File: config.mk
export PLATFORM = sky130hd
export DESIGN_NAME = pyramid_jump_engine
export DESIGN_NICKNAME = d
export VERILOG_FILES = /design/src/rtl/pyramid_jump_engine.sv
export SDC_FILE = /design/constraint.sdc
export NUM_CORES = 1
export LEC_CHECK = 0
export ABC_CLOCK_PERIOD_IN_PS = 12270
export CORE_MARGIN = 2
export CORE_UTILIZATION = 34
export CTS_BUF_LIST = sky130_fd_sc_hd__clkbuf_16
export CTS_CLUSTER_DIAMETER = 150
export DETAILED_ROUTE_END_ITERATION = 8
export SETUP_SLACK_MARGIN = 0.02
export SLEW_MARGIN = 20
export SYNTH_ARGS = -nofsm -noshare
export SYNTH_HDL_FRONTEND = slang
export SYNTH_SLANG_ARGS = --single-unit
File: constraint.sdc
create_clock -name clk -period 12.27 [get_ports clk]
set_input_delay 2.454 -clock clk [delete_from_list [all_inputs] [get_ports clk]]
set_output_delay 2.454 -clock clk [all_outputs]
set_load 0.05 [all_outputs]
File: src/rtl/pyramid_jump_engine.sv
// pyramid_jump_engine: moves one jumping character between cube centres on a
// pyramid of N_ROWS rows. It tracks a (row, col) cube position, walks the
// sprite one pixel per tick (y leg first, then x leg), detects jumps that
// leave the pyramid and runs the fall / KO / respawn sequence with a lives
// counter.
module pyramid_jump_engine #(
  parameter int N_ROWS    = 7,
  parameter int N_LIVES   = 3,
  parameter int IDXW      = 5,
  parameter int DEF_SPEED = 100000,
  parameter int FALL_PX   = 64,
  parameter int KO_CYCLES = 131072
) (
  input  logic            clk,
  input  logic            reset,
  input  logic            restart,
  input  logic            pause,
  input  logic [31:0]     speed_in,
  input  logic [10:0]     x_top,
  input  logic [9:0]      y_top,
  input  logic [10:0]     dx,
  input  logic [9:0]      dy,
  input  logic            jump_req,
  input  logic [1:0]      jump_dir,
  output logic            jump_ack,
  output logic [20:0]     sprite_xy,
  output logic [3:0]      row,
  output logic [3:0]      col,
  output logic [2:0]      state,
  output logic [2:0]      lives,
  output logic            done_move,
  output logic            land_valid,
  output logic [IDXW-1:0] land_idx,
  output logic            fell,
  output logic            game_over
);

  typedef enum logic [2:0] {
    ST_SPAWN = 3'd0,
    ST_IDLE  = 3'd1,
    ST_LEG_Y = 3'd2,
    ST_LEG_X = 3'd3,
    ST_FALL  = 3'd4,
    ST_KO    = 3'd5,
    ST_OVER  = 3'd6
  } state_t;

  state_t             state_q, state_d;
  logic [3:0]         row_q, row_d, col_q, col_d;
  logic signed [5:0]  tr_q, tr_d, tc_q, tc_d;
  logic               off_q, off_d;
  logic [10:0]        x_q, x_d;
  logic [9:0]         y_q, y_d;
  logic [2:0]         lives_q, lives_d;
  logic [31:0]        cnt_q, cnt_d;   // tick prescaler
  logic [31:0]        aux_q, aux_d;   // fall steps in FALL, clocks in KO
  logic               ack_q, ack_d, done_q, done_d, landv_q, landv_d, fell_q, fell_d;
  logic [IDXW-1:0]    idx_q, idx_d;

  logic [31:0]        spd;
  logic               tick;
  logic signed [11:0] tr12, tc12, tx12, ty12;
  logic [10:0]        tx;
  logic [9:0]         ty;
  logic signed [5:0]  tr_n, tc_n;
  logic               off_n;
  int                 idx_i;

  // Tick generation: one-cycle strobe every spd unpaused clocks.
  always_comb begin
    spd  = (speed_in == 32'd0) ? 32'(DEF_SPEED) : speed_in;
    tick = (cnt_q == spd - 32'd1);
  end

  // Pixel centre of the latched target cube, signed 12-bit then truncated.
  always_comb begin
    tr12 = {{6{tr_q[5]}}, tr_q};
    tc12 = {{6{tc_q[5]}}, tc_q};
    tx12 = $signed({1'b0, x_top}) + tr12 * $signed({1'b0, dx});
    ty12 = $signed({2'b00, y_top}) + ((tc12 <<< 1) - tr12) * $signed({2'b00, dy});
    tx   = tx12[10:0];
    ty   = ty12[9:0];
    idx_i = (int'(tr_q) * (int'(tr_q) + 1)) / 2 + int'(tc_q);
  end

  // Candidate target cube for the requested direction and its legality.
  always_comb begin
    tr_n = $signed({2'b00, row_q}) + (jump_dir[1] ? -6'sd1 : 6'sd1);
    case (jump_dir)
      2'b00:   tc_n = $signed({2'b00, col_q}) + 6'sd1;
      2'b11:   tc_n = $signed({2'b00, col_q}) - 6'sd1;
      default: tc_n = $signed({2'b00, col_q});
    endcase
    off_n = (tr_n < 6'sd0) || (tr_n >= $signed(6'(N_ROWS))) ||
            (tc_n < 6'sd0) || (tc_n > tr_n);
  end

  // Next-state, datapath and pulse logic; restart beats pause beats the rest.
  always_comb begin
    state_d = state_q;
    row_d   = row_q;
    col_d   = col_q;
    tr_d    = tr_q;
    tc_d    = tc_q;
    off_d   = off_q;
    x_d     = x_q;
    y_d     = y_q;
    lives_d = lives_q;
    cnt_d   = cnt_q;
    aux_d   = aux_q;
    idx_d   = idx_q;
    ack_d   = 1'b0;
    done_d  = 1'b0;
    landv_d = 1'b0;
    fell_d  = 1'b0;
    if (restart) begin
      state_d = ST_SPAWN;
      lives_d = 3'(N_LIVES);
      cnt_d   = 32'd0;
      aux_d   = 32'd0;
    end else if (!pause) begin
      case (state_q)
        ST_SPAWN: begin
          x_d     = x_top;
          y_d     = y_top;
          row_d   = 4'd0;
          col_d   = 4'd0;
          state_d = ST_IDLE;
        end
        ST_IDLE: begin
          if (jump_req) begin
            tr_d    = tr_n;
            tc_d    = tc_n;
            off_d   = off_n;
            ack_d   = 1'b1;
            state_d = ST_LEG_Y;
          end
        end
        ST_LEG_Y: begin
          if (y_q == ty)
            state_d = ST_LEG_X;
          else if (tick)
            y_d = (y_q < ty) ? y_q + 10'd1 : y_q - 10'd1;
        end
        ST_LEG_X: begin
          if (x_q == tx) begin
            done_d = 1'b1;
            aux_d  = 32'd0;
            if (!off_q) begin
              row_d   = tr_q[3:0];
              col_d   = tc_q[3:0];
              landv_d = 1'b1;
              idx_d   = idx_i[IDXW-1:0];
              state_d = ST_IDLE;
            end else begin
              state_d = ST_FALL;
            end
          end else if (tick) begin
            x_d = (x_q < tx) ? x_q + 11'd1 : x_q - 11'd1;
          end
        end
        ST_FALL: begin
          if (aux_q == 32'(FALL_PX)) begin
            fell_d  = 1'b1;
            aux_d   = 32'd0;
            state_d = ST_KO;
          end else if (tick) begin
            x_d   = x_q + 11'd1;
            aux_d = aux_q + 32'd1;
          end
        end
        ST_KO: begin
          if (aux_q == 32'(KO_CYCLES - 1)) begin
            aux_d   = 32'd0;
            lives_d = lives_q - 3'd1;
            state_d = (lives_q == 3'd1) ? ST_OVER : ST_SPAWN;
          end else begin
            aux_d = aux_q + 32'd1;
          end
        end
        default: ;  // ST_OVER: only restart leaves
      endcase
      cnt_d = (state_d != state_q || tick) ? 32'd0 : cnt_q + 32'd1;
    end
  end

  // State and datapath registers.
  always_ff @(posedge clk or posedge reset) begin
    if (reset) begin
      state_q <= ST_SPAWN;
      row_q   <= 4'd0;
      col_q   <= 4'd0;
      tr_q    <= 6'sd0;
      tc_q    <= 6'sd0;
      off_q   <= 1'b0;
      x_q     <= 11'd0;
      y_q     <= 10'd0;
      lives_q <= 3'(N_LIVES);
      cnt_q   <= 32'd0;
      aux_q   <= 32'd0;
      idx_q   <= '0;
      ack_q   <= 1'b0;
      done_q  <= 1'b0;
      landv_q <= 1'b0;
      fell_q  <= 1'b0;
    end else begin
      state_q <= state_d;
      row_q   <= row_d;
      col_q   <= col_d;
      tr_q    <= tr_d;
      tc_q    <= tc_d;
      off_q   <= off_d;
      x_q     <= x_d;
      y_q     <= y_d;
      lives_q <= lives_d;
      cnt_q   <= cnt_d;
      aux_q   <= aux_d;
      idx_q   <= idx_d;
      ack_q   <= ack_d;
      done_q  <= done_d;
      landv_q <= landv_d;
      fell_q  <= fell_d;
    end
  end

  // Output mapping.
  always_comb begin
    jump_ack   = ack_q;
    sprite_xy  = {x_q, y_q};
    row        = row_q;
    col        = col_q;
    state      = state_q;
    lives      = lives_q;
    done_move  = done_q;
    land_valid = landv_q;
    land_idx   = idx_q;
    fell       = fell_q;
    game_over  = (state_q == ST_OVER);
  end

endmodule
==> results.yml, run 1 <==
run_status:
  status: "complete, no violations"
clock_network:
  post_cts_buffers: 0
  clk_pin_slew_ns: 0.06
  clkLatencyLatePin_ns: 0.43
  h-tree-depth: 4
  cts.path.max_buffers: 2
  cts_sinks: 121
  cts_resized: 0
  cts_hold_repair.buffers: 0
  cts_root_buf: "clkbuf_16"
  cts_buffers: 17
  cts_tree: "done"
floorplanning:
  initial_core_util_pct: 34.2
  ios: 126
  dieArea_mm2: 0.0414
  rows: 73
  die_w_um: 204
  core_area_mm2: 0.0395
  die_y_um: 204
global_route:
  grt_pass1_wl_um: 62300
  grt_pass1_vias: 12000
  grt_usage_pct: 18.6
  antenna_found_initial: 2
  grt_max_degree: 80
  grt.overflow.total: 0
worst_hold_path:
  min_path_type: "flip-flop to flip-flop"
drt:
  drtIter0Drc: 807
  ant_nets: 0
  dr.pass1.iters: 6
  drt_wl_total_um: 37600
  drc_errors: 0
  vias_per_cell: 5.29
  wire_per_inst_um: 16.6
  num_vias: 12000
synthesis:
  ys_warn_count: 0
  avgSynthCellArea_um2: 8.28
  ys_seq_elements: 121
  synthArstFlopShare_pct: 100
  synthCells: 1635
  yosysSeqAreaShare_pct: 22.4
  synth.cell_area_mm2: 0.0135
  ys_types: 76
  synth_flop_cell: "dfrtp_1"
  syn_nets: 1913
  synth-edff-count: 0
worst_setup_path:
  cp_max_fo: 9
  cp_slowest_cell: "o211ai_1"
  worstSetupPathType: "input pin to flip-flop"
  worstPathRequired_ns: 12.59
  max_stage_delay_ns: 0.65
  end_kind: "flip-flop"
  startpoint_type: "input pin"
  worstPathArrival_ns: 10.10
timing:
  final.setup.tns_ns: 0
  whs_ns: 0.483
  finClkSkew_ns: 0.0125
  finalSetupViolCount: 0
  rsz0062_at_grt: "false"
  finalHoldViolCount: 0
  slew_headroom_pct: 23.9
  maxClockFrequency_mhz: 102
  worst_pin_slew_ns: 1.13
  drv_slew: 0
  final_min_period_over_clock_period_pct: 79.7
  period_minus_slack_ns: 9.78
placed_design:
  dpl.hpwl_um: 29000
  port_buffers: 125
  dp.cells: 2232
  gp_congestion: 0.895
finish:
  regArea_mm2: 0.00303
  drive_gt1_share_pct: 4.43
  layout.cells.non_filler: 2265
  areaGrowthSynthToFinish_pct: 17.6
  utilization_pct: 40.3
  final_common_cell: "nand2_1"
  final_cell_mix: "nand2_1, inv_1, clkdlybuf4s50_1"
  fill_cells: 4022
  multi_input_area_mm2: 0.00966
  finalNetCount: 2005
flow_run:
  drv_cap: 0
## registers in the layout, summed over array words and instances, names as in the netlist
name and cells:
off_q 1, tc_q 6, cnt_q 32, y_q 10, aux_q 32, col 4
done_move 1, lives 3, land_valid 1, state 3, tr_q 6, jump_ack 1
row 4, land_idx 5, fell 1, x_q 11
## cells by family (layout without fill, tap and decap cells)
kind of cell               count (synthesis)  in the layout  share of synthesized area (%)
adders and majority gates                197            197                           22.3
and+or+nand+nor                          613            613                           22.8
buffers and inverters                    225            329                           6.37
muxes                                     16             16                           1.23
DFF                                      121            121                           22.4
other                                      0              1                              0
xor gates and xnor gates                 123            123                           7.95
AOI/OAI and AO/OA                        340            340                           17.0
## routing by layer
metal | GRT usage (%) | wire length [um] | share of wire (%)
met1 | 25.2 | 17600 | 47
met2 | 29.7 | 17100 | 45
met3 | 3.29 | 1890 | 5.0
met4 | 6.49 | 969 | 2.6
met5 | 0 | 13 | 0.035
## per-stage QoR
stage | setup WS [ns] | instance area, um2
2_1_floorplan | 3.10 | 13500
3_3_place_gp | 2.13 | 15300
3_5_place_dp | 2.01 | 15300
4_1_cts | 2.46 | 15900
5_1_grt | 1.85 | 15900
6_report | 2.49 | 15900
## worst max-delay path: cells and delay by family
family / cells / cell delay (ns)
simple gates: 4 / 0.67
xor+xnor: 5 / 0.75
buf+inv: 3 / 0.69
fa+ha+maj: 8 / 3.47
compound gates: 10 / 2.05
## layout make-up
type	count	share of cell area [%]
Timing Repair Buffer	135	8.33
Inverter	163	3.87
Tap cell	525	4.12
Antenna cell	1	0.0157
Multi-Input combinational cell	1289	60.7
Clock buffer	17	2.67
Sequential cell	121	19.0
Clock inverter	14	1.29
## path summary, 6_finish.rpt
check                           depth (start not counted)                start                      end  slack [ns]
worst min register to register                          2  tc_q[5]$_DFFE_PP0P_      tc_q[5]$_DFFE_PP0P_        0.48
worst min-delay path                                    2  tc_q[5]$_DFFE_PP0P_      tc_q[5]$_DFFE_PP0P_        0.48
min in group asynchronous                               2                reset           fell$_DFF_PP0_        2.56
max in group asynchronous                               3                reset  land_idx[4]$_DFFE_PP0P_        8.62
worst max register to register                         37  tr_q[1]$_DFFE_PP0P_       y_q[9]$_DFFE_PP0P_        2.65
worst max-delay path                                   30                dy[0]       y_q[9]$_DFFE_PP0P_        2.49
## cell usage after synthesis, types with 18 or more instances
| library cell | instances | area [um2] |
|---|---|---|
| clkbuf_1 | 49 | 184 |
| a21oi_1 | 80 | 400 |
| nor3_1 | 43 | 215 |
| nor2_1 | 95 | 357 |
| o31ai_1 | 18 | 135 |
| xor2_1 | 43 | 377 |
| a21o_1 | 38 | 285 |
| o21ai_0 | 64 | 320 |
| xnor2_1 | 80 | 701 |
| ha_1 | 123 | 1540 |
| and3_1 | 30 | 188 |
| nand2b_1 | 23 | 144 |
| and2_1 | 43 | 269 |
| dfrtp_1 | 119 | 2980 |
| nand3_1 | 54 | 270 |
| or3_1 | 19 | 119 |
| inv_1 | 162 | 608 |
| fa_1 | 74 | 1480 |
| nand2_1 | 201 | 754 |
| nor4_1 | 26 | 163 |
Power of run 1 is not shown: default switching activity piles up to over one toggle a cycle in this logic, so the estimate is an artifact.
==> run 2, diff against run 1 <==
- ABC_CLOCK_PERIOD_IN_PS: 12270 -> 8600
- clock period: 12.27 -> 8.6 ns (I/O delays scaled with it)
==> run 2 against run 1 <==
  * Global-route usage is 0.35 points higher
  * First-iteration DRC count is 17% lower
  * Flip-flop and latch count stayed put
  * Register-to-register slack worse by 2.2 ns
  * Core utilization is 1.1 points higher
==> results.yml, run 2 (synthesis results as in run 1) <==
worst_setup_path:
  end_kind: "flip-flop"
  cp_slowest_cell: "fa_1"
  cp_max_fo: 7
  startpoint_type: "input pin"
  max_stage_delay_ns: 0.54
  worstPathArrival_ns: 8.56
  crit_top_cell: "xnor2_1"
  critPathTopFamily: "adder cells"
  crit_buf_inv: 6
  worstPathRequired_ns: 8.92
  worstSetupPathType: "input pin to flip-flop"
timing:
  slew_headroom_pct: 29.6
  drv_slew: 0
  final_min_period_over_clock_period_pct: 95.9
  whs_ns: 0.476
  finalWorstSetupSlack_ns: 0.357
  finClkSkew_ns: 0.00972
  worst_pin_slew_ns: 1.05
  maxClockFrequency_mhz: 121
  period_minus_slack_ns: 8.24
  finalSetupViolCount: 0
  finalHoldViolCount: 0
placed_design:
  dpl_worst_slack_ns: -0.388
  dpl.hpwl_um: 29600
  gp_congestion: 0.879
  port_buffers: 125
clock_network:
  cts_root_buf: "clkbuf_16"
  cts_tree: "done"
  clkLatencyLatePin_ns: 0.43
  cts_hold_repair.buffers: 0
  cts.path.max_buffers: 2
  cts_sinks: 121
  h-tree-depth: 4
  cts_buffers: 17
  clk_pin_slew_ns: 0.06
floorplanning:
  core_area_mm2: 0.0395
  die_y_um: 204
  dieArea_mm2: 0.0414
  rows: 73
  ios: 126
  die_w_um: 204
  initial_core_util_pct: 34.2
finish:
  finalNetCount: 2057
  areaGrowthSynthToFinish_pct: 20.7
  fill_cells: 3993
  reg.largest.list: "aux_q: 32 flops, cnt_q: 32 flops, x_q: 11 flops"
  final_cell_mix: "nand2_1, inv_1, ha_1"
  final_common_cell: "nand2_1"
  drive_gt1_share_pct: 8.76
drt:
  drt_wl_total_um: 38300
  vias_per_cell: 5.31
  wire_per_inst_um: 16.5
  drtIter0Drc: 669
  dr.pass1.iters: 5
  num_vias: 12300
  drc_errors: 0
  ant_nets: 0
global_route:
  grt_usage_pct: 18.9
  grt_max_degree: 66
  antenna_found_initial: 2
  grt.overflow.total: 0
  grt_pass1_vias: 12100
  grt_pass1_wl_um: 63300
worst_hold_path:
  min_path_type: "flip-flop to flip-flop"
run_status:
  status: "complete, no violations"
flow_run:
  drv_cap: 0
-- run 2: worst paths after layout --
path / from / endpoint / slack, ns / depth (start not counted)
max: dy[1] / y_q[9]$_DFFE_PP0P_ / 0.36 / 35
min: tc_q[5]$_DFFE_PP0P_ / tc_q[5]$_DFFE_PP0P_ / 0.48 / 2
max reg2reg: tc_q[0]$_DFFE_PP0P_ / y_q[9]$_DFFE_PP0P_ / 0.47 / 39
min reg2reg: tc_q[5]$_DFFE_PP0P_ / tc_q[5]$_DFFE_PP0P_ / 0.48 / 2
max in group asynchronous: reset / land_idx[4]$_DFFE_PP0P_ / 5.57 / 3
min in group asynchronous: reset / fell$_DFF_PP0_ / 1.73 / 2
-- run 2: layout make-up --
| type | instances | area [um2] | area share (%) |
|---|---|---|---|
| antenna | 1 | 2.50 | 0.0153 |
| clock buffer | 17 | 425 | 2.60 |
| clock inverter | 15 | 104 | 0.635 |
| inverter | 163 | 617 | 3.77 |
| multi-input combinational | 1289 | 9760 | 59.7 |
| sequential | 121 | 3030 | 18.5 |
| tap | 525 | 657 | 4.02 |
| timing repair buffer | 187 | 1750 | 10.7 |
-- run 2: tightest hold or removal path, cell delays in order, from the launching register on --
cell and delay, ns:
dfrtp_1 0.34, nand2_1 0.05, nand2_1 0.05
-- run 2: timing repair --
item	CTS	global route
resized for setup	3	33
pin swaps	0	40
endpoints found under the setup margin	3	35
buffers inserted	1	4
-- run 2: metrics by stage --
step | instances | setup TNS [ns] | utilization, % | instance area (um2)
floorplan | 1635 | 0 | - | 13500
global placement | 2280 | -0.712 | 39.6 | 15700
detailed placement | 2280 | -3.53 | 39.6 | 15700
CTS | 2313 | 0 | 41.0 | 16200
global route | 2317 | -0.0181 | 41.3 | 16300
finish | 2318 | 0 | 41.3 | 16400
-- run 2: metal layers --
layer  global-route usage, %  vias to the layer above  wire length, um
met4                    4.85                        0              577
met1                    25.1                     6005            17700
met2                    32.0                      285            18300
met3                    3.04                       35             1810
li1                        -                     5974                -
met5                       0                        -                0
Power of run 2 is left out for the same reason.
